[config.mk]
export PLATFORM = sky130hd
export DESIGN_NAME = hazard_scoreboard_flat
export DESIGN_NICKNAME = d
export VERILOG_FILES = /design/src/rtl/hazard_pkg.sv /design/src/rtl/hazard_scoreboard_if.sv /design/src/rtl/hazard_fwd_match.sv /design/src/rtl/hazard_scoreboard.sv /design/src/flat_wrapper.sv
export SDC_FILE = /design/constraint.sdc
export NUM_CORES = 1
export LEC_CHECK = 0
export ABC_AREA = 1
export CAP_MARGIN = 25
export CORE_ASPECT_RATIO = 0.7
export CORE_MARGIN = 8
export CORE_UTILIZATION = 55
export DETAILED_ROUTE_END_ITERATION = 10
export HOLD_SLACK_MARGIN = 0.06
export PLACE_DENSITY = 0.84
export SLEW_MARGIN = 20
export SYNTH_ARGS = -nofsm -noshare
export SYNTH_HDL_FRONTEND = slang
export SYNTH_HIERARCHICAL = 1
export SYNTH_SLANG_ARGS = --single-unit
[constraint.sdc]
create_clock -name clk -period 2.2 [get_ports clk]
set_input_delay 0.33 -clock clk [delete_from_list [all_inputs] [get_ports clk]]
set_output_delay 0.33 -clock clk [all_outputs]
set_load 0.005 [all_outputs]
[src/rtl/hazard_pkg.sv]
// Shared types and constants for the hazard/forwarding scoreboard.
package hazard_pkg;

    // Slot rd is stored at a fixed width wide enough for any register file we use.
    localparam int REG_AW_MAX = 8;

    typedef struct packed {
        logic                  valid;
        logic [REG_AW_MAX-1:0] rd;
        logic                  wr_en;
        logic                  is_load;
    } slot_t;

    localparam int SEL_RF        = 0;
    localparam int INV_IF        = 0;
    localparam int INV_ID        = 1;
    localparam int INV_SLOT_BASE = 2;

    function automatic int sel_w(input int n_stages);
        return $clog2(n_stages + 1);
    endfunction

endpackage

[src/rtl/hazard_scoreboard_if.sv]
// ID-stage request / hazard-control response bundle of the scoreboard.
interface hazard_scoreboard_if
    import hazard_pkg::*;
#(
    parameter int REG_AW   = 5,
    parameter int N_SRC    = 2,
    parameter int N_STAGES = 3,
    parameter int CNT_W    = 32
);
    localparam int SW = sel_w(N_STAGES);

    logic                    id_valid;
    logic [N_SRC*REG_AW-1:0] id_rs;
    logic [N_SRC-1:0]        id_rs_used;
    logic [REG_AW-1:0]       id_rd;
    logic                    id_wr_en;
    logic                    id_is_load;
    logic                    mem_ready;
    logic                    br_taken;
    logic                    excep;
    logic [N_SRC*SW-1:0]     fwd_sel;
    logic                    stall_if;
    logic                    stall_id;
    logic [N_STAGES+1:0]     inval;
    logic [CNT_W-1:0]        stall_cnt;

    modport master (
        output id_valid, id_rs, id_rs_used, id_rd, id_wr_en, id_is_load,
        output mem_ready, br_taken, excep,
        input  fwd_sel, stall_if, stall_id, inval, stall_cnt
    );

    modport slave (
        input  id_valid, id_rs, id_rs_used, id_rd, id_wr_en, id_is_load,
        input  mem_ready, br_taken, excep,
        output fwd_sel, stall_if, stall_id, inval, stall_cnt
    );

endinterface

[src/rtl/hazard_fwd_match.sv]
// Youngest-producer priority encoder for one source operand.
module hazard_fwd_match
    import hazard_pkg::*;
#(
    parameter  int REG_AW   = 5,
    parameter  int N_STAGES = 3,
    parameter  int LOAD_RDY = 2,
    localparam int SW       = sel_w(N_STAGES)
) (
    input  logic                   en,
    input  logic [REG_AW-1:0]      rs,
    input  slot_t [N_STAGES:1]     slots,
    output logic [SW-1:0]          sel,
    output logic                   not_ready
);

    always_comb begin
        sel       = SW'(SEL_RF);
        not_ready = 1'b0;
        // Scan oldest to youngest so the youngest match is the last one written.
        for (int k = N_STAGES; k >= 1; k--) begin
            if (en && (rs != '0) && slots[k].valid && slots[k].wr_en &&
                (slots[k].rd == REG_AW_MAX'(rs))) begin
                sel       = SW'(k);
                not_ready = slots[k].is_load && (k < LOAD_RDY);
            end
        end
        if (not_ready) begin
            sel = SW'(SEL_RF);
        end
    end

endmodule

[src/rtl/hazard_scoreboard.sv]
// Parametrised hazard/forwarding unit: tracks in-flight destinations behind ID,
// selects forwarding sources, stalls on unready loads and applies flushes.
module hazard_scoreboard
    import hazard_pkg::*;
#(
    parameter int REG_AW   = 5,
    parameter int N_SRC    = 2,
    parameter int N_STAGES = 3,
    parameter int LOAD_RDY = 2,
    parameter int CNT_W    = 32
) (
    input  logic               clk,
    input  logic               reset,
    hazard_scoreboard_if.slave bus
);

    localparam int SW         = sel_w(N_STAGES);
    localparam int N_EXC_KILL = (N_STAGES < 3) ? N_STAGES : 3;

    slot_t [N_STAGES:1]  slot_reg, slot_next;
    logic [CNT_W-1:0]    cnt_reg, cnt_next;
    logic [N_SRC-1:0]    not_ready;
    logic [N_SRC*SW-1:0] sel_raw;
    logic [N_STAGES+1:0] inval_raw;
    logic                flush, hz, stall, load_id;

    genvar gi;
    generate
        for (gi = 0; gi < N_SRC; gi++) begin : g_src
            hazard_fwd_match #(
                .REG_AW   (REG_AW),
                .N_STAGES (N_STAGES),
                .LOAD_RDY (LOAD_RDY)
            ) u_match (
                .en        (bus.id_valid & bus.id_rs_used[gi]),
                .rs        (bus.id_rs[gi*REG_AW +: REG_AW]),
                .slots     (slot_reg),
                .sel       (sel_raw[gi*SW +: SW]),
                .not_ready (not_ready[gi])
            );
        end
    endgenerate

    assign flush   = bus.br_taken | bus.excep;
    assign hz      = |not_ready;
    assign stall   = (hz | ~bus.mem_ready) & ~flush;
    assign load_id = bus.id_valid & ~stall & ~flush;

    always_comb begin
        slot_next = slot_reg;
        // A flush forces the shift even under memory back-pressure.
        if (bus.mem_ready || flush) begin
            for (int k = N_STAGES; k >= 2; k--) begin
                slot_next[k] = slot_reg[k-1];
            end
            slot_next[1] = '0;
            if (load_id) begin
                slot_next[1].valid   = 1'b1;
                slot_next[1].rd      = REG_AW_MAX'(bus.id_rd);
                slot_next[1].wr_en   = bus.id_wr_en;
                slot_next[1].is_load = bus.id_is_load;
            end
            if (bus.excep) begin
                for (int k = 1; k <= N_EXC_KILL; k++) begin
                    slot_next[k].valid = 1'b0;
                end
            end
        end
    end

    always_comb begin
        cnt_next = cnt_reg;
        if (stall && (cnt_reg != '1)) begin
            cnt_next = cnt_reg + CNT_W'(1);
        end
    end

    always_comb begin
        inval_raw                  = '0;
        inval_raw[INV_IF]          = bus.br_taken;
        inval_raw[INV_ID]          = flush;
        inval_raw[INV_SLOT_BASE]   = flush;
        inval_raw[INV_SLOT_BASE+1] = flush;
    end

    always_ff @(posedge clk) begin
        if (reset) begin
            slot_reg <= '0;
            cnt_reg  <= '0;
        end else begin
            slot_reg <= slot_next;
            cnt_reg  <= cnt_next;
        end
    end

    // Outputs are forced quiet while reset is held, even before the first edge.
    assign bus.fwd_sel   = reset ? '0 : sel_raw;
    assign bus.stall_if  = stall & ~reset;
    assign bus.stall_id  = stall & ~reset;
    assign bus.inval     = reset ? '0 : inval_raw;
    assign bus.stall_cnt = reset ? '0 : cnt_reg;

endmodule

[src/flat_wrapper.sv]
// flat-port wrapper written by rule: the top's interface ports become plain ports
module hazard_scoreboard_flat import hazard_pkg::*;
#(
    parameter int REG_AW   = 5,
    parameter int N_SRC    = 2,
    parameter int N_STAGES = 3,
    parameter int LOAD_RDY = 2,
    parameter int CNT_W    = 32
)
  (clk, reset, bus_id_valid, bus_id_rs, bus_id_rs_used, bus_id_rd, bus_id_wr_en, bus_id_is_load, bus_mem_ready, bus_br_taken, bus_excep, bus_fwd_sel, bus_stall_if, bus_stall_id, bus_inval, bus_stall_cnt);
  hazard_scoreboard_if #(.REG_AW(REG_AW), .N_SRC(N_SRC), .N_STAGES(N_STAGES), .CNT_W(CNT_W)) bus_i ();
  input  logic clk;
  input  logic reset;
  input wire logic [$bits(bus_i.id_valid)-1:0] bus_id_valid;
  input wire logic [$bits(bus_i.id_rs)-1:0] bus_id_rs;
  input wire logic [$bits(bus_i.id_rs_used)-1:0] bus_id_rs_used;
  input wire logic [$bits(bus_i.id_rd)-1:0] bus_id_rd;
  input wire logic [$bits(bus_i.id_wr_en)-1:0] bus_id_wr_en;
  input wire logic [$bits(bus_i.id_is_load)-1:0] bus_id_is_load;
  input wire logic [$bits(bus_i.mem_ready)-1:0] bus_mem_ready;
  input wire logic [$bits(bus_i.br_taken)-1:0] bus_br_taken;
  input wire logic [$bits(bus_i.excep)-1:0] bus_excep;
  output wire logic [$bits(bus_i.fwd_sel)-1:0] bus_fwd_sel;
  output wire logic [$bits(bus_i.stall_if)-1:0] bus_stall_if;
  output wire logic [$bits(bus_i.stall_id)-1:0] bus_stall_id;
  output wire logic [$bits(bus_i.inval)-1:0] bus_inval;
  output wire logic [$bits(bus_i.stall_cnt)-1:0] bus_stall_cnt;
  assign bus_i.id_valid = bus_id_valid;
  assign bus_i.id_rs = bus_id_rs;
  assign bus_i.id_rs_used = bus_id_rs_used;
  assign bus_i.id_rd = bus_id_rd;
  assign bus_i.id_wr_en = bus_id_wr_en;
  assign bus_i.id_is_load = bus_id_is_load;
  assign bus_i.mem_ready = bus_mem_ready;
  assign bus_i.br_taken = bus_br_taken;
  assign bus_i.excep = bus_excep;
  assign bus_fwd_sel = bus_i.fwd_sel;
  assign bus_stall_if = bus_i.stall_if;
  assign bus_stall_id = bus_i.stall_id;
  assign bus_inval = bus_i.inval;
  assign bus_stall_cnt = bus_i.stall_cnt;
  hazard_scoreboard #(.REG_AW(REG_AW), .N_SRC(N_SRC), .N_STAGES(N_STAGES), .LOAD_RDY(LOAD_RDY), .CNT_W(CNT_W)) u_core (.clk(clk), .reset(reset), .bus(bus_i));
endmodule
# After elaboration in Yosys (flattened, before gate mapping)

Cells that the tools add are included.

Add/subtract/negate cells: 1
Equal/unequal tests: 7
Multiplexer cells: 17
Bitwise operators: 12
Reduce and logical (&&, ||, !) cells: 25

Operators by type and width:

| operator                                       | count |
|---|---|
| equality test 8 x 5 -> 1 bit                   | 6 |
| adder 32 x 1 -> 32 bit (second input constant) | 1 |
| two-way mux 32 bit                             | 1 |
| inequality test 32 bit (second input constant) | 1 |
| logical AND 1 bit                              | 21 |
| two-way mux 2 bit                              | 8 |
| two-way mux 11 bit                             | 1 |
| nonzero test 5 bit                             | 2 |
| two-way mux 4 bit                              | 2 |
| AND 1 bit                                      | 6 |
| two-way mux 1 bit                              | 5 |
| NOT 1 bit                                      | 4 |
| bitwise OR 1 bit                               | 2 |
| OR reduction 2 bit                             | 1 |
| logical OR 1 bit                               | 1 |

Flip-flop bits (word level): 63
Input port bits: 25
Output and inout port bits: 43
Logic and storage cells: 73

# Depth between registers and ports, before layout

Gate-level depths: netlist of run 1.

Depth in word-level cells: 14
Depth in mapped cells: 16
Mapped depth without buffers: 16

# Cells and area by module

The synthesis of run 1 kept the hierarchy.

Modules (own cells, without submodules):

| module            | instances | cells each | area an instance (µm²) | sequential area each (µm²) |
|---|---|---|---|---|
| hazard_scoreboard | 1         | 537        | 3173.0                 | 1121.1 |
| hazard_fwd_match  | 2         | 118        | 504.2                  | 0.0 |

# Worst setup path after synthesis of run 1

No wires, ideal clock.

Path type: reg2reg
Start point: reg u_core/slot_reg[4] (netlist bit)
End point: reg u_core.cnt_reg[19]
Arrival: 1.803 ns
Path slack: 0.333 ns
Cell stages (with the launch flop): 15
Path buffers: 0
Clock period less this slack: 1.867 ns
Cells stage by stage: dfxtp_1 inv_1 nand2_1 nand2_2 nor3_1 nand2_1 nor3_2 nor2_1 a21oi_2 nand2_1 nor2_2 nand2_1 nor2_1 nor2_1 nor2_1

Longest elaborated chain between the ends: 7
Elaborated cells between the ends (all ways): 10

RTL lines:

| element                       | line                    | text |
|---|---|---|
| start, declared               | hazard_scoreboard.sv:20 | `slot_t [N_STAGES:1] slot_reg, slot_next;` |
| start signal, assigned        | hazard_scoreboard.sv:91 | `slot_reg <= slot_next;` |
| equality test 8 x 5 -> 1 bit  | hazard_fwd_match.sv:23  | `(slots[k].rd == REG_AW_MAX'(rs))) begin` |
| logical AND 1 bit             | hazard_fwd_match.sv:22  | `if (en && (rs != '0) && slots[k].valid && slots[k].wr_en &&` |
| two-way mux 1 bit             | hazard_fwd_match.sv:22  |  |
| named net u_core.not_ready[1] | hazard_scoreboard.sv:22 | `logic [N_SRC-1:0] not_ready;` |
| OR reduction 2 bit            | hazard_scoreboard.sv:45 | `assign hz = \|not_ready;` |
| bitwise OR 1 bit              | hazard_scoreboard.sv:46 | `assign stall = (hz \| ~bus.mem_ready) & ~flush;` |
| AND 1 bit                     | hazard_scoreboard.sv:46 |  |
| logical AND 1 bit             | hazard_scoreboard.sv:73 | `if (stall && (cnt_reg != '1)) begin` |
| end signal, assigned          | hazard_scoreboard.sv:92 | `cnt_reg <= cnt_next;` |
| end, declared                 | hazard_scoreboard.sv:21 | `logic [CNT_W-1:0] cnt_reg, cnt_next;` |

The timed path passes the listed nets, and every way through them passes these cells.
A chain may end at the register's enable or synchronous reset.

# Worst setup path after layout of run 1

Start point: reg u_core/slot_reg[5] (netlist bit)
End point: out bus_stall_id

Longest elaborated chain between the ends: 7
Elaborated cells between the ends (all ways): 10

RTL lines:

| element                       | line                    | text |
|---|---|---|
| equality test 8 x 5 -> 1 bit  | hazard_fwd_match.sv:23  |  |
| logical AND 1 bit             | hazard_fwd_match.sv:22  |  |
| two-way mux 1 bit             | hazard_fwd_match.sv:22  |  |
| named net u_core.not_ready[1] | hazard_scoreboard.sv:22 |  |
| OR reduction 2 bit            | hazard_scoreboard.sv:45 |  |
| bitwise OR 1 bit              | hazard_scoreboard.sv:46 |  |
| AND 1 bit                     | hazard_scoreboard.sv:46 |  |
| AND 1 bit                     | hazard_scoreboard.sv:99 | `assign bus.stall_id = stall & ~reset;` |
| end, declared                 | flat_wrapper.sv:25      | `output wire logic [$bits(bus_i.stall_id)-1:0] bus_stall_id;` |

The timed path passes the listed nets, and every way through them passes these cells.

==> results by group, run 1 <==
Power
  • Sw Ratio: 27.3%
  • Combinational power share: 17.1%
  • NetSw: 558 uW
  • Clock share of power: 33.4%
  • Total power: 2040 uW
  • Cell area power density: 354 nW/um^2
  • Worst VDD drop: 0.307 mV
  • Part of the power in registers: 49.5%
  • Power Internal: 1480 uW
  • Leak: 0.00259 uW

Logic synthesis
  • Mapped Cells: 765
  • Syn. warnings: 6
  • Synthesized area: 4120 sq um
  • Synth Area per Inst: 5.38 sq um

Routing
  • Total Wirelength: 13900 um
  • DR vias/cell: 5.19
  • Routed len/inst: 13.9 um
  • Via count: 5206
  • TritonRoute pass-1 iters: 7
  • Routed Antenna Nets: 0
  • Initial DRC count: 510
  • DRC viols: 0

GRT
  • GRT overflow: 0
  • Pin count of the biggest net entering global routing: 36
  • Initial antenna violation count: 0
  • First-pass GRT wire length: 22100 um
  • Vias in the first global route: 4728
  • GRT Total Usage: 25.7%

Clock tree
  • Clk sink count: 54
  • H-tree depth: 2
  • Maximum root-to-sink buffer count: 2
  • CTS tree: built
  • Root Driver: clkbuf_8
  • Clk Latency, worst-skew pair: 0.32 ns
  • Hold-fix buffers, CTS: 0
  • Clk slew on worst S/H paths: 0.09 ns
  • Total CTS buffers: 5

Min path
  • Hold Path Class: register to register
  • Hold Path Depth: 2

Floorplanning
  • I/O pin total: 68
  • Chip width: 119 um
  • Row count: 26
  • Die Y: 88.4 um
  • Core area: 7290 sq um
  • Starting density of the core: 56.5%
  • Die ar.: 10600 sq um

Timing
  • Final min period: 2.26 ns
  • Clk_skew: 0.0149 ns
  • Setup_tns: -0.148 ns
  • Final Max Tran Viols: 0
  • Fin crit share: 103%
  • Hold violation total from the final report: 0
  • # setup viols final: 4
  • RSZ-0062 raised after global routing: yes
  • Fmax: 443 MHz
  • Min Hold Slack: 0.531 ns
  • Final worst slack: -0.0573 ns

Critical path
  • CP max FO: 3
  • Required time of the critical path: 1.87 ns
  • Worst setup EP type: output port
  • Setup crit start kind: register
  • Critical path class: register to output port
  • R2R depth: 16
  • Worst EP arrival: 1.93 ns

Final layout
  • Area grow syn2layout: 40.2%
  • # nets final: 930
  • Max FFs per register: 32
  • Ant diodes: 0
  • Layout Cells excl Fill: 1003
  • Util after Layout: 79.2%
  • Layout cells sized above 1: 20.1%

Placement
  • PortBufs: 66
  • Cell Count Post-Placement: 991
  • DP HPWL: 10600 um
  • Routability Congestion: 0.915

Status
  • Failing checks: setup timing
  • Status: complete, but fails checks

Flow run
  • MaxCap Viol Count: 0
[per-stage QoR]
stage               worst slack [ns]  cell area (sq um)
finish                       -0.0573               5770
detailed placement            -0.708               5330
global placement              -0.670               5330
floorplan                      0.333               4210
global route                  -0.149               5770
CTS                          -0.0836               5510
[critical path, stage by stage (launching register included)]
cell     delay [ns]
dfxtp_4        0.38
buf_12         0.11
inv_4          0.03
nand2_4        0.06
nand3_4        0.08
nor3_4         0.19
nand2_2        0.10
nor3_4         0.17
nor2_2         0.08
nand2_2        0.10
nand2_4        0.06
nor2_4         0.11
buf_2          0.13
[metal layers]
metal  GRT usage, %  share of wire, %  up-vias
li1               -                 -     2577
met4           6.32               1.1        0
met3           4.84                10       20
met5              0                 0        -
met2           40.4                43      269
met1           35.6                46     2340
[path summary, 6_finish.rpt]
| path | from | to | slack (ns) |
|---|---|---|---|
| worst min-delay path | u_core/slot_reg[12] | u_core/slot_reg[12] | 0.53 |
| worst max register to register | u_core/slot_reg[5] | u_core/cnt_reg[19] | -0.03 |
| worst min register to register | u_core/slot_reg[12] | u_core/slot_reg[12] | 0.53 |
| worst max-delay path | u_core/slot_reg[5] | bus_stall_id | -0.06 |
[final cells by class]
type                       count  area (sq um)
clock buffer                   6          72.6
clock inverter                 2          37.5
fill                         577          1520
inverter                     131           497
multi-input combinational    583          2790
sequential                    54          1110
tap                           98           123
timing repair buffer         129          1140
[power by group through the flow]
stage / Clock [uW] / Sequential (uW) / Combinational [uW]
4_1_cts: 693 / 1010 / 319
6_report: 682 / 1010 / 350
5_1_grt: 718 / 1010 / 385
3_3_place_gp: 0 / 1040 / 309
3_5_place_dp: 0 / 1040 / 316
2_1_floorplan: 0 / 1030 / 164
[cells in the final DEF, fill, tap and decap left out, drive strengths merged, types with 8 or more instances in the layout]
master	instances
buf	68
nand2	225
dfxtp	54
clkbuf	8
nor2	187
nand4	19
o21ai	17
conb	25
nor3	12
clkdlybuf4s50	48
nand3	58
inv	129
a21oi	30
[timing repair]
item / 4_1_cts / 5_1_grt
gates resized for setup: 55 / 85
setup buffers: 2 / 2
endpoints found under the setup margin: 31 / 45
pin swaps: 15 / 29
Power figures use the tool's default switching activity.
==> inputs of run 2 (changes only) <==
--- a/config.mk
+++ b/config.mk
@@ -6,12 +6,13 @@
 export NUM_CORES = 1
 export LEC_CHECK = 0
 export ABC_AREA = 1
-export CAP_MARGIN = 25
+export CAP_MARGIN = 20
 export CORE_ASPECT_RATIO = 0.7
 export CORE_MARGIN = 8
 export CORE_UTILIZATION = 55
 export DETAILED_ROUTE_END_ITERATION = 10
 export HOLD_SLACK_MARGIN = 0.06
+export MAX_ROUTING_LAYER = met4
 export PLACE_DENSITY = 0.84
 export SLEW_MARGIN = 20
 export SYNTH_ARGS = -nofsm -noshare
==> run 2 against run 1 <==
Effect of this change: first-iteration DRC count up 9.2%; the run still ends with setup timing left; largest power group unchanged; non-clock buffer count up 1; count of clock-buffer cells in the layout down 1.
==> results by group, run 2 (synthesized netlist as in run 1, its figures left out) <==
Placement
  • Pre-CTS WS: -0.644 ns
  • Placement Cell Area: 5340 sq um
  • DP HPWL: 10900 um
  • PortBufs: 66
  • Routability Congestion: 0.975

Timing
  • Final Max Tran Viols: 0
  • Worst slew margin: 64.0%
  • Final worst slack: -0.129 ns
  • Hold violation total from the final report: 0
  • Actual slew at the worst max-slew pin: 0.539 ns
  • Fmax: 429 MHz
  • Final min period: 2.33 ns
  • Fin crit share: 106%
  • Setup_tns: -0.687 ns
  • Clk_skew: 0.0109 ns
  • # setup viols final: 13
  • RSZ-0062 raised after global routing: yes

Clock tree
  • H-tree depth: 2
  • Total CTS buffers: 5
  • Clk sink count: 54
  • Clk slew on worst S/H paths: 0.11 ns
  • CTS tree: built
  • Hold-fix buffers, CTS: 0
  • Root Driver: clkbuf_8
  • Maximum root-to-sink buffer count: 2
  • Clk Latency, worst-skew pair: 0.32 ns

Status
  • Failing checks: setup timing
  • Status: complete, but fails checks

Routing
  • DRC viols: 0
  • DR vias/cell: 5.19
  • Routed Antenna Nets: 0
  • Via count: 5211
  • Routed len/inst: 14.2 um
  • Total Wirelength: 14200 um
  • Initial DRC count: 557
  • TritonRoute pass-1 iters: 5

GRT
  • Initial antenna violation count: 0
  • First-pass GRT wire length: 22100 um
  • Pin count of the biggest net entering global routing: 36
  • GRT Total Usage: 26.6%
  • GRT overflow: 0
  • Vias in the first global route: 4592

Final layout
  • Max FFs per register: 32
  • Ant diodes: 0
  • Commonest cells after routing, fill and taps aside: nand2_1 (205), nor2_1 (161), inv_1 (114)
  • # nets final: 931
  • Commonest non-fill, non-tap cell in the layout: nand2_1
  • Util after Layout: 77.3%
  • Filler cells: 582
  • Layout cells sized above 1: 18.1%
  • Area grow syn2layout: 36.8%
  • Design Area, Final: 5630 sq um

Power
  • Total power: 2050 uW
  • Worst VDD drop: 0.294 mV
  • Cell area power density: 365 nW/um^2
  • Leak: 0.00255 uW

Floorplanning
  • Starting density of the core: 56.5%
  • Row count: 26
  • Core area: 7290 sq um
  • I/O pin total: 68
  • Chip width: 119 um
  • Die ar.: 10600 sq um
  • Die Y: 88.4 um

Critical path
  • CP max FO: 4
  • R2R Path Start: u_core/slot_reg[1]
  • Worst EP arrival: 2.00 ns
  • Setup crit start kind: register
  • FF-to-FF End: u_core/cnt_reg[24]
  • Required time of the critical path: 1.87 ns
  • R2r setup slk: -0.10 ns
  • R2R depth: 13
  • Critical path class: register to output port
  • Worst setup EP type: output port

Flow run
  • MaxCap Viol Count: 0

Min path
  • Hold Crit Start: u_core/slot_reg[0]
  • Hold Path Depth: 2
  • Hold Path Sink: u_core/slot_reg[0]
  • Hold Path Class: register to register
==> run 2: worst max path at each step <==
stage          depth (start not counted)                from  slack, ns                  to
5_1_grt                               11  u_core/slot_reg[2]      -0.23        bus_stall_if
6_report                               9  u_core/slot_reg[1]      -0.13        bus_stall_if
3_3_place_gp                          12        bus_id_rs[9]      -0.66        bus_stall_id
2_1_floorplan                         14  u_core/slot_reg[4]       0.33  u_core/cnt_reg[19]
3_5_place_dp                          12        bus_id_rs[5]      -0.64        bus_stall_if
4_1_cts                               11  u_core/slot_reg[6]      -0.20        bus_stall_if
==> run 2: where the power goes <==
part           total [uW]  switching [uW]  leakage (uW)  internal (uW)
combinational         337             189       0.00205            148
sequential           1010            23.6      0.000442            987
clock                 708             365     0.0000585            342
==> run 2: what timing repair did <==
| action | CTS | global route |
|---|---|---|
| resized for setup | 42 | 59 |
| endpoints found under the hold margin | 0 | 0 |
| pin swaps | 5 | 21 |
| setup buffers | 1 | 2 |
| endpoints found under the setup margin | 34 | 47 |
==> run 2: worst max-delay path: stages, from the launching register on <==
cell      delay [ns]
dfxtp_1         0.49
nand3_1         0.15
nor3_2          0.14
nand2_1         0.11
nor3_2          0.21
nor2_1          0.09
nand2_1         0.11
nand2_2         0.10
nor2_4          0.13
clkbuf_2        0.12
==> run 2: cell type report <==
type	instances	area (sq um)	area share [%]
clock inverter	3	43.8	0.778
inverter	131	494	8.78
sequential	54	1100	19.6
timing repair buffer	130	1130	20.1
clock buffer	5	68.8	1.22
tap	98	123	2.18
multi-input combinational	583	2670	47.4
==> run 2: layer usage <==
layer / up-vias / track usage, % / wire length (um)
li1: 2585 / - / -
met1: 2331 / 36.8 / 6680
met2: 281 / 39.9 / 6010
met3: 14 / 4.21 / 1420
met4: 0 / 5.64 / 123
met5: - / - / 0
==> run 2: metrics by stage <==
stage	cells	hold WS (ns)
6_report	1004	0.509
5_1_grt	1004	0.519
4_1_cts	1002	0.504
3_5_place_dp	993	0.483
3_3_place_gp	993	0.480
2_1_floorplan	789	0.458
==> inputs of run 3 (changes only) <==
--- a/config.mk
+++ b/config.mk
@@ -14,6 +14,7 @@
 export HOLD_SLACK_MARGIN = 0.06
 export MAX_ROUTING_LAYER = met4
 export PLACE_DENSITY = 0.84
+export REMOVE_ABC_BUFFERS = 1
 export SLEW_MARGIN = 20
 export SYNTH_ARGS = -nofsm -noshare
 export SYNTH_HDL_FRONTEND = slang
==> run 3 against run 2 <==
Effect of this change: global-route usage fell by 0.40 points; register-to-register slack improved by 0.07 ns; clock power fell by 15%; critical path type unchanged; cell area is 2.8% higher; the flow still finishes with violations (setup timing); first-iteration DRC count fell by 12%; final cell count grew 0.70%; count of clock-buffer cells in the layout increased by 1.
==> results by group, run 3 (synthesized netlist as in run 1, its figures left out) <==
Status
  • Status: complete, but fails checks
  • Failing checks: setup timing

GRT
  • GRT overflow: 0
  • First-pass GRT wire length: 22200 um
  • Initial antenna violation count: 0
  • GRT Total Usage: 26.2%
  • Vias in the first global route: 4704
  • Pin count of the biggest net entering global routing: 36

Min path
  • Hold Path Class: input port to register

Timing
  • Actual slew at the worst max-slew pin: 0.504 ns
  • Clk_skew: 0.0159 ns
  • # setup viols final: 18
  • Final Max Tran Viols: 0
  • Hold violation total from the final report: 0
  • Setup_tns: -0.485 ns
  • Min Hold Slack: 0.500 ns
  • RSZ-0062 raised after global routing: yes
  • Worst slew margin: 66.4%
  • Final min period: 2.29 ns
  • Final worst slack: -0.0947 ns
  • Fmax: 436 MHz
  • Fin crit share: 104%

Power
  • Cell area power density: 340 nW/um^2
  • Total power: 1970 uW
  • Worst VDD drop: 0.275 mV
  • Leak: 0.00257 uW

Final layout
  • Footprint of the multi-input gates: 2780 sq um
  • # nets final: 938
  • Max FFs per register: 32
  • Commonest cells after routing, fill and taps aside: nand2_1 (197), nor2_1 (157), inv_1 (110)
  • Area grow syn2layout: 40.6%
  • Layout cells sized above 1: 21.5%
  • Filler cells: 548
  • Register Area: 1110 sq um
  • Commonest non-fill, non-tap cell in the layout: nand2_1
  • Ant diodes: 0
  • Util after Layout: 79.4%

Floorplanning
  • Die Y: 88.4 um
  • Row count: 26
  • I/O pin total: 68
  • Core area: 7290 sq um
  • Starting density of the core: 56.5%
  • Chip width: 119 um
  • Die ar.: 10600 sq um

Placement
  • Routability Congestion: 0.928
  • DP HPWL: 10500 um
  • PortBufs: 66
  • Pre-CTS WS: -0.696 ns

Critical path
  • Slowest cell on the critical path: dfxtp_4
  • R2r setup slk: -0.03 ns
  • Critical path class: register to output port
  • CP Cell Sequence: buf_6 -> nand2_4 -> nand3_2 -> nor3_2 -> nand2_1 -> nor3_2 -> nor2_2 -> nand2_2 -> nand2_4 -> nor2_4 -> buf_2
  • Setup crit start kind: register
  • Worst EP arrival: 1.96 ns
  • Buf/Inv on CP: 2
  • Worst setup EP type: output port
  • Required time of the critical path: 1.87 ns
  • CP max FO: 3
  • Family with the most delay on the worst path: simple AND/OR/NAND/NOR gates
  • Slowest stage delay, CP: 0.37 ns

Clock tree
  • Maximum root-to-sink buffer count: 2
  • Clk sink count: 54
  • CTS tree: built
  • Total CTS buffers: 5
  • Clk slew on worst S/H paths: 0.11 ns
  • Clk Latency, worst-skew pair: 0.31 ns
  • Root Driver: clkbuf_8
  • H-tree depth: 2

Routing
  • Via count: 5272
  • Initial DRC count: 488
  • TritonRoute pass-1 iters: 5
  • Total Wirelength: 14300 um
  • DR vias/cell: 5.21
  • DRC viols: 0
  • Routed len/inst: 14.1 um
  • Routed Antenna Nets: 0

Flow run
  • MaxCap Viol Count: 0
## run 3: where the power goes
group          switching (uW)  total, uW  leakage (uW)  internal [uW]
registers                23.3       1010      0.000444            988
clock network             344        605     0.0000478            260
logic                     197        353       0.00208            156
## run 3: stage by stage
stage | std cells | area [sq um]
finish | 1011 | 5790
global placement | 993 | 5330
global route | 1011 | 5790
detailed placement | 993 | 5330
floorplan | 768 | 4100
CTS | 1010 | 5590
## run 3: area by class of cell
class / instances / share of cell area, %
Sequential cell: 54 / 19.2
Clock inverter: 2 / 0.281
Inverter: 131 / 8.54
Timing Repair Buffer: 137 / 20.5
Clock buffer: 6 / 1.43
Tap cell: 98 / 2.12
Multi-Input combinational cell: 583 / 48.0
## run 3: worst paths after layout
| kind | cells after the start | to | from |
|---|---|---|---|
| min reg2reg | 2 | u_core/slot_reg[0] | u_core/slot_reg[0] |
| max reg2reg | 16 | u_core/cnt_reg[27] | u_core/slot_reg[5] |
| min | 2 | u_core/cnt_reg[12] | reset |
| max | 11 | bus_stall_id | u_core/slot_reg[5] |
## run 3: repair_timing
| item | 4_1_cts | 5_1_grt |
|---|---|---|
| setup endpoints to repair | 37 | 46 |
| setup buffers | 11 | 4 |
| hold buffers | 0 | 0 |
| pin swaps | 20 | 27 |
| resized for setup | 70 | 72 |
## run 3: routing by layer
layer | global-route usage [%] | wire length [um] | vias up
met2 | 39.5 | 6060 | 292
met3 | 3.06 | 1430 | 20
met5 | - | 0 | -
li1 | - | - | 2604
met4 | 4.06 | 180 | 0
met1 | 37.2 | 6620 | 2356
